==> src/rtl/store_writer_if.sv <==
// rtl/store_writer_if.sv - ROB store-commit and RAM write-bus signals for store_writer
interface store_writer_if #(
    parameter int XLEN     = 32,
    parameter int OP_WIDTH = 3
);
    logic                st_enable;
    logic [OP_WIDTH-1:0] st_op;
    logic [XLEN-1:0]     st_addr;
    logic [XLEN-1:0]     st_val;
    logic                ram_gnt;
    logic                mem_busy;
    logic                ram_req;
    logic                ram_wr;
    logic [XLEN-1:0]     ram_a;
    logic [7:0]          ram_dout;
    logic                st_done;

    modport master (
        output st_enable, st_op, st_addr, st_val, ram_gnt,
        input  mem_busy, ram_req, ram_wr, ram_a, ram_dout, st_done
    );

    modport slave (
        input  st_enable, st_op, st_addr, st_val, ram_gnt,
        output mem_busy, ram_req, ram_wr, ram_a, ram_dout, st_done
    );
endinterface

==> src/rtl/store_writer.sv <==
// rtl/store_writer.sv - byte-serial little-endian writer for committed SB/SH/SW stores
module store_writer #(
    parameter int                     XLEN     = 32,
    parameter int                     OP_WIDTH = 3,
    parameter logic [OP_WIDTH-1:0]    OP_SB    = 3'd0,
    parameter logic [OP_WIDTH-1:0]    OP_SH    = 3'd1,
    parameter logic [OP_WIDTH-1:0]    OP_SW    = 3'd2,
    parameter logic [XLEN-1:0]        IO_ADDR  = 32'h0003_0000
) (
    input  logic          clk,
    input  logic          rst_n,
    input  logic          rdy,
    input  logic          io_buffer_full,
    store_writer_if.slave sw
);
    localparam logic [0:0] S_IDLE  = 1'b0;
    localparam logic [0:0] S_WRITE = 1'b1;

    logic [0:0]      state_q, state_d;
    logic [XLEN-1:0] addr_q, addr_d;
    logic [XLEN-1:0] val_q, val_d;
    logic [1:0]      cnt_q, cnt_d;
    logic [1:0]      last_q, last_d;
    logic            op_valid;
    logic [1:0]      op_last;
    logic            ok;

    always_comb begin
        op_valid = 1'b1;
        op_last  = 2'd0;
        case (sw.st_op)
            OP_SB:   op_last = 2'd0;
            OP_SH:   op_last = 2'd1;
            OP_SW:   op_last = 2'd3;
            default: op_valid = 1'b0;
        endcase
    end

    // A byte goes out only when the bus is ours and, for the MMIO port, the sink has room.
    assign ok = (state_q == S_WRITE) && rdy && sw.ram_gnt &&
                !((addr_q == IO_ADDR) && io_buffer_full);

    assign sw.ram_req  = (state_q == S_WRITE);
    assign sw.ram_wr   = ok;
    assign sw.ram_a    = ok ? (addr_q + XLEN'(cnt_q)) : '0;
    assign sw.ram_dout = ok ? val_q[{cnt_q, 3'b000} +: 8] : 8'h00;
    assign sw.st_done  = ok && (cnt_q == last_q);
    // Enable counts as busy already so the ROB cannot commit again on the following cycle.
    assign sw.mem_busy = sw.st_enable || (state_q == S_WRITE);

    always_comb begin
        state_d = state_q;
        addr_d  = addr_q;
        val_d   = val_q;
        cnt_d   = cnt_q;
        last_d  = last_q;
        if (rdy) begin
            case (state_q)
                S_IDLE: begin
                    if (sw.st_enable && op_valid) begin
                        state_d = S_WRITE;
                        addr_d  = sw.st_addr;
                        val_d   = sw.st_val;
                        cnt_d   = 2'd0;
                        last_d  = op_last;
                    end
                end
                S_WRITE: begin
                    if (ok) begin
                        if (cnt_q == last_q) begin
                            state_d = S_IDLE;
                            cnt_d   = 2'd0;
                        end else begin
                            cnt_d = cnt_q + 2'd1;
                        end
                    end
                end
                default: state_d = S_IDLE;
            endcase
        end
    end

    always_ff @(posedge clk or negedge rst_n) begin
        if (!rst_n) begin
            state_q <= S_IDLE;
            addr_q  <= '0;
            val_q   <= '0;
            cnt_q   <= 2'd0;
            last_q  <= 2'd0;
        end else begin
            state_q <= state_d;
            addr_q  <= addr_d;
            val_q   <= val_d;
            cnt_q   <= cnt_d;
            last_q  <= last_d;
        end
    end
endmodule
==> src/flat_wrapper.sv <==
// flat-port wrapper written by rule: the top's interface ports become plain ports
module store_writer_flat 
#(
    parameter int                     XLEN     = 32,
    parameter int                     OP_WIDTH = 3,
    parameter logic [OP_WIDTH-1:0]    OP_SB    = 3'd0,
    parameter logic [OP_WIDTH-1:0]    OP_SH    = 3'd1,
    parameter logic [OP_WIDTH-1:0]    OP_SW    = 3'd2,
    parameter logic [XLEN-1:0]        IO_ADDR  = 32'h0003_0000
)
  (clk, rst_n, rdy, io_buffer_full, sw_st_enable, sw_st_op, sw_st_addr, sw_st_val, sw_ram_gnt, sw_mem_busy, sw_ram_req, sw_ram_wr, sw_ram_a, sw_ram_dout, sw_st_done);
  store_writer_if #(.XLEN(XLEN), .OP_WIDTH(OP_WIDTH)) sw_i ();
  input  logic clk;
  input  logic rst_n;
  input  logic rdy;
  input  logic io_buffer_full;
  input wire logic [$bits(sw_i.st_enable)-1:0] sw_st_enable;
  input wire logic [$bits(sw_i.st_op)-1:0] sw_st_op;
  input wire logic [$bits(sw_i.st_addr)-1:0] sw_st_addr;
  input wire logic [$bits(sw_i.st_val)-1:0] sw_st_val;
  input wire logic [$bits(sw_i.ram_gnt)-1:0] sw_ram_gnt;
  output wire logic [$bits(sw_i.mem_busy)-1:0] sw_mem_busy;
  output wire logic [$bits(sw_i.ram_req)-1:0] sw_ram_req;
  output wire logic [$bits(sw_i.ram_wr)-1:0] sw_ram_wr;
  output wire logic [$bits(sw_i.ram_a)-1:0] sw_ram_a;
  output wire logic [$bits(sw_i.ram_dout)-1:0] sw_ram_dout;
  output wire logic [$bits(sw_i.st_done)-1:0] sw_st_done;
  assign sw_i.st_enable = sw_st_enable;
  assign sw_i.st_op = sw_st_op;
  assign sw_i.st_addr = sw_st_addr;
  assign sw_i.st_val = sw_st_val;
  assign sw_i.ram_gnt = sw_ram_gnt;
  assign sw_mem_busy = sw_i.mem_busy;
  assign sw_ram_req = sw_i.ram_req;
  assign sw_ram_wr = sw_i.ram_wr;
  assign sw_ram_a = sw_i.ram_a;
  assign sw_ram_dout = sw_i.ram_dout;
  assign sw_st_done = sw_i.st_done;
  store_writer #(.XLEN(XLEN), .OP_WIDTH(OP_WIDTH), .OP_SB(OP_SB), .OP_SH(OP_SH), .OP_SW(OP_SW), .IO_ADDR(IO_ADDR)) u_core (.clk(clk), .rst_n(rst_n), .rdy(rdy), .io_buffer_full(io_buffer_full), .sw(sw_i));
endmodule
==> config.mk <==
export PLATFORM = sky130hd
export DESIGN_NAME = store_writer_flat
export DESIGN_NICKNAME = d
export VERILOG_FILES = /design/src/rtl/store_writer_if.sv /design/src/rtl/store_writer.sv /design/src/flat_wrapper.sv
export SDC_FILE = /design/constraint.sdc
export NUM_CORES = 1
export LEC_CHECK = 0
export ABC_AREA = 1
export ABC_CLOCK_PERIOD_IN_PS = 2300
export BUFFER_PORTS_ARGS = -buffer_cell sky130_fd_sc_hd__buf_4
export CAP_MARGIN = 20
export CORE_MARGIN = 1
export CORE_UTILIZATION = 50
export DETAILED_ROUTE_END_ITERATION = 16
export PLACE_DENSITY = 0.77
export SETUP_SLACK_MARGIN = 0.15
export SLEW_MARGIN = 20
export SYNTH_ARGS = -nofsm -noshare
export SYNTH_HDL_FRONTEND = slang
export SYNTH_SLANG_ARGS = --single-unit
==> constraint.sdc <==
create_clock -name clk -period 2.3 [get_ports clk]
set_input_delay 0.115 -clock clk [delete_from_list [all_inputs] [get_ports clk]]
set_output_delay 0.115 -clock clk [all_outputs]
set_load 0.005 [all_outputs]
==> reports/metrics.csv <==
stage,metric,value,unit
run_status,outcome,completed,
global_routing,grt_pass1_vias,4209,
floorplanning,initial_core_util,51.7,%
cts,h-tree-depth,3,
sta,slew_headroom,40.1,%
sta,finClkSkew,0.0145,ns
cts,clock-sinks,69,
drt,drtIter0Drc,188,
sta,holdWs,0.0165,ns
sta,finalMaxSlewViolations,0,
floorplanning,core_area,8220,um2
placement,io_buffers,116,
drt,num_vias,4360,
sta,setup_viol,0,
sta,period_minus_slack,2.19,ns
layout,syn2layout_area_growth,46.0,%
power,power,0.00652,W
sta,worst_pin_slew,0.899,ns
drt,wirelength,13.2,mm
logic_synthesis,synth_nets,623,
sta,rsz0062_at_grt,yes,
logic_synthesis,yosysWarnings,0,
hold_path,hp-class,in -> reg,
floorplanning,die-area,8870,um2
global_routing,antenna_found_initial,0,
placement,place_congestion,0.975,
critical_path,worstPathMaxFanout,4,
logic_synthesis,syn_inst,547,
sta,fmax,456,MHz
global_routing,grt.overflow.total,0,
power,power_density,1050,nW/um2
logic_synthesis,ys_seq_area_share,40.6,%
global_routing,grt_max_degree,95,
placement,place_inst,755,
cts,clock_latency,0.35,ns
sta,finalHoldViolations,0,
sta,period_share,95.3,%
drt,drc,0,
critical_path,worstSetupStartpointType,register,
global_routing,grt_pass1_wl,20.2,mm
cts,root_buffer,clkbuf_8,
logic_synthesis,ys_seq_elements,69,
cts,clock_path_buffers,2,
power,peakVddDrop,656,uV
drt,firstDrtPassIters,5,
drt,ant_nets,0,
critical_path,crit_path_end_kind,primary output,
critical_path,cp.required,2.18,ns
job,maxCapViolations,0,
floorplanning,io_pins,117,
layout,diodes,0,
floorplanning,rows,33,
floorplanning,die_w,94.2,um
cts,clk_pin_slew_worst_paths,0.09,ns
placement,dp_hpwl,8.83,mm
layout,fillers,618,
drt,wl_per_cell,15.9,um
critical_path,arrival,2.08,ns
placement,post_dp_cell_area,5190,um2
layout,final_area,6200,um2
layout,num-nets-final,796,
cts,cts_tree,built,
layout,instances_no_fill,830,
logic_synthesis,syn_area_per_cell,7.77,um2
global_routing,grt_usage,30.4,%
critical_path,critPathKind,reg -> out,
drt,vias_per_cell,5.25,
logic_synthesis,netlist_area,4250,um2
logic_synthesis,ys_types,32,
layout,layout-drive-gt1-share,34.2,%
power,p_leak,3.06,nW
floorplanning,die-height,94.2,um
sta,setup-tns-final,0,ns
cts,numCtsBuffers,9,
==> cell families (layout without fill, tap and decap cells) <==
group                    after synthesis  after routing  synth area share, %
multiplexers                          41             41                 11.3
AND/OR/NAND/NOR                      298            298                 29.5
XOR/XNOR                              18             18                 3.71
AO/OA/AOI/OAI                         55             55                 7.13
flip-flops                            69             69                 40.6
adder cells (fa/ha/maj)                3              3                 1.06
buffers and inverters                 63            241                 6.63
==> cell usage after synthesis (all sizes together) <==
library cell  count  area [um2]
clkbuf            2        7.51
fa                1        20.0
xnor2             6        52.6
inv              45         169
o21bai            1        18.8
nand2           102         408
nand3            19        95.1
o21ai            17        85.1
xor2             12         105
ha                2        25.0
nor2            147         577
dfrtp            69        1730
a22oi             1        7.51
nor3             21         115
or2               2        12.5
buf              16         105
and3              1        6.26
nand3b            2        15.0
nand4             4        25.0
a21oi            36         191
mux2             41         480
==> report_power, final <==
group,internal [W],switching (W)
clock,0.000533,0.000498
sequential,0.00181,0.000578
combinational,0.00141,0.00170
total,0.00375,0.00277
==> cell type report <==
class | count | area [um2] | share of cell area [%]
Clock buffer | 11 | 141 | 2.28
Tap cell | 105 | 131 | 2.12
Inverter | 45 | 169 | 2.72
Multi-Input combinational cell | 415 | 2420 | 39.0
Timing Repair Buffer | 180 | 1550 | 25.0
Clock inverter | 5 | 60.1 | 0.968
Sequential cell | 69 | 1730 | 27.9
==> worst paths after layout <==
kind	end	startpoint	slack, ns	depth (start not counted)
worst max-delay path	sw_ram_a[18]	u_core.cnt_q[0]	0.11	11
worst min-delay path	u_core.addr_q[14]	sw_st_addr[14]	0.02	3
worst max register to register	u_core.cnt_q[1]	u_core.addr_q[20]	0.52	9
worst min register to register	u_core.val_q[13]	u_core.val_q[13]	0.51	1
max in group asynchronous	u_core.cnt_q[1]	rst_n	1.21	2
min in group asynchronous	u_core.addr_q[15]	rst_n	0.39	2
==> registers in the layout, indices dropped and copies added, names as in the netlist <==
| name | count |
|---|---|
| u_core.addr_q | 32 |
| u_core.val_q | 32 |
| u_core.cnt_q | 2 |
| u_core.last_q | 2 |
| u_core.sw.ram_req | 1 |
==> cell usage in the layout (no fill, tap or decap), types with 2 or more instances in the layout <==
cell type      synthesis  layout
nor2_1               139     132
buf_4                  0     128
nand2_1               94      86
dfrtp_1               69      67
dlygate4sd3_1          0      45
inv_1                 42      40
mux2_2                36      36
a21oi_1               35      35
nand3_1               19      18
o21ai_0               16      16
nand2_2                7      11
nor3_1                19      11
xor2_1                12      11
clkbuf_8               0      10
nor3_2                 2       8
nor2_4                 1       8
nor2_2                 7       7
xnor2_1                6       6
inv_2                  3       5
nand2_4                1       5
mux2_4                 5       5
nand4_1                4       4
buf_12                 0       4
nor3_4                 0       2
nand3b_1               2       2
clkinv_4               0       2
clkbuf_16              0       2
dfrtp_2                0       2
==> per-stage QoR <==
stage	util [%]	setup slack, ns
after global placement	63.1	0.359
final	75.5	0.107
after floorplan	-	0.532
after global routing	75.5	0.00409
after detailed placement	63.1	0.310
after CTS	72.8	0.0542
==> per-layer routing <==
metal  GRT usage [%]  up-vias  wire [um]
met5               0        -          0
met4            12.6        0        402
met3            6.63       34        821
met2            55.2      157       6900
met1            34.0     2071       5090
li1                -     2098          -
==> critical path, cell delays in order (launching register included) <==
cell and delay, ns:
dfrtp_1 0.40, ha_2 0.21, fa_2 0.35, nand2_2 0.11, inv_2 0.06, nand2_4 0.08
nor2_4 0.05, nand2_4 0.09, nor2_4 0.03, xor2_1 0.16, nor2_1 0.10, buf_4 0.11
==> repair_timing <==
action | in CTS | in global routing
pin swaps | 10 | 17
setup buffers | 9 | 3
resized for setup | 16 | 37
hold endpoints to repair | 113 | 0
gates cloned | 0 | 2
setup endpoints to repair | 29 | 42
hold buffers | 45 | 0
(Power assumes the default switching activity.)
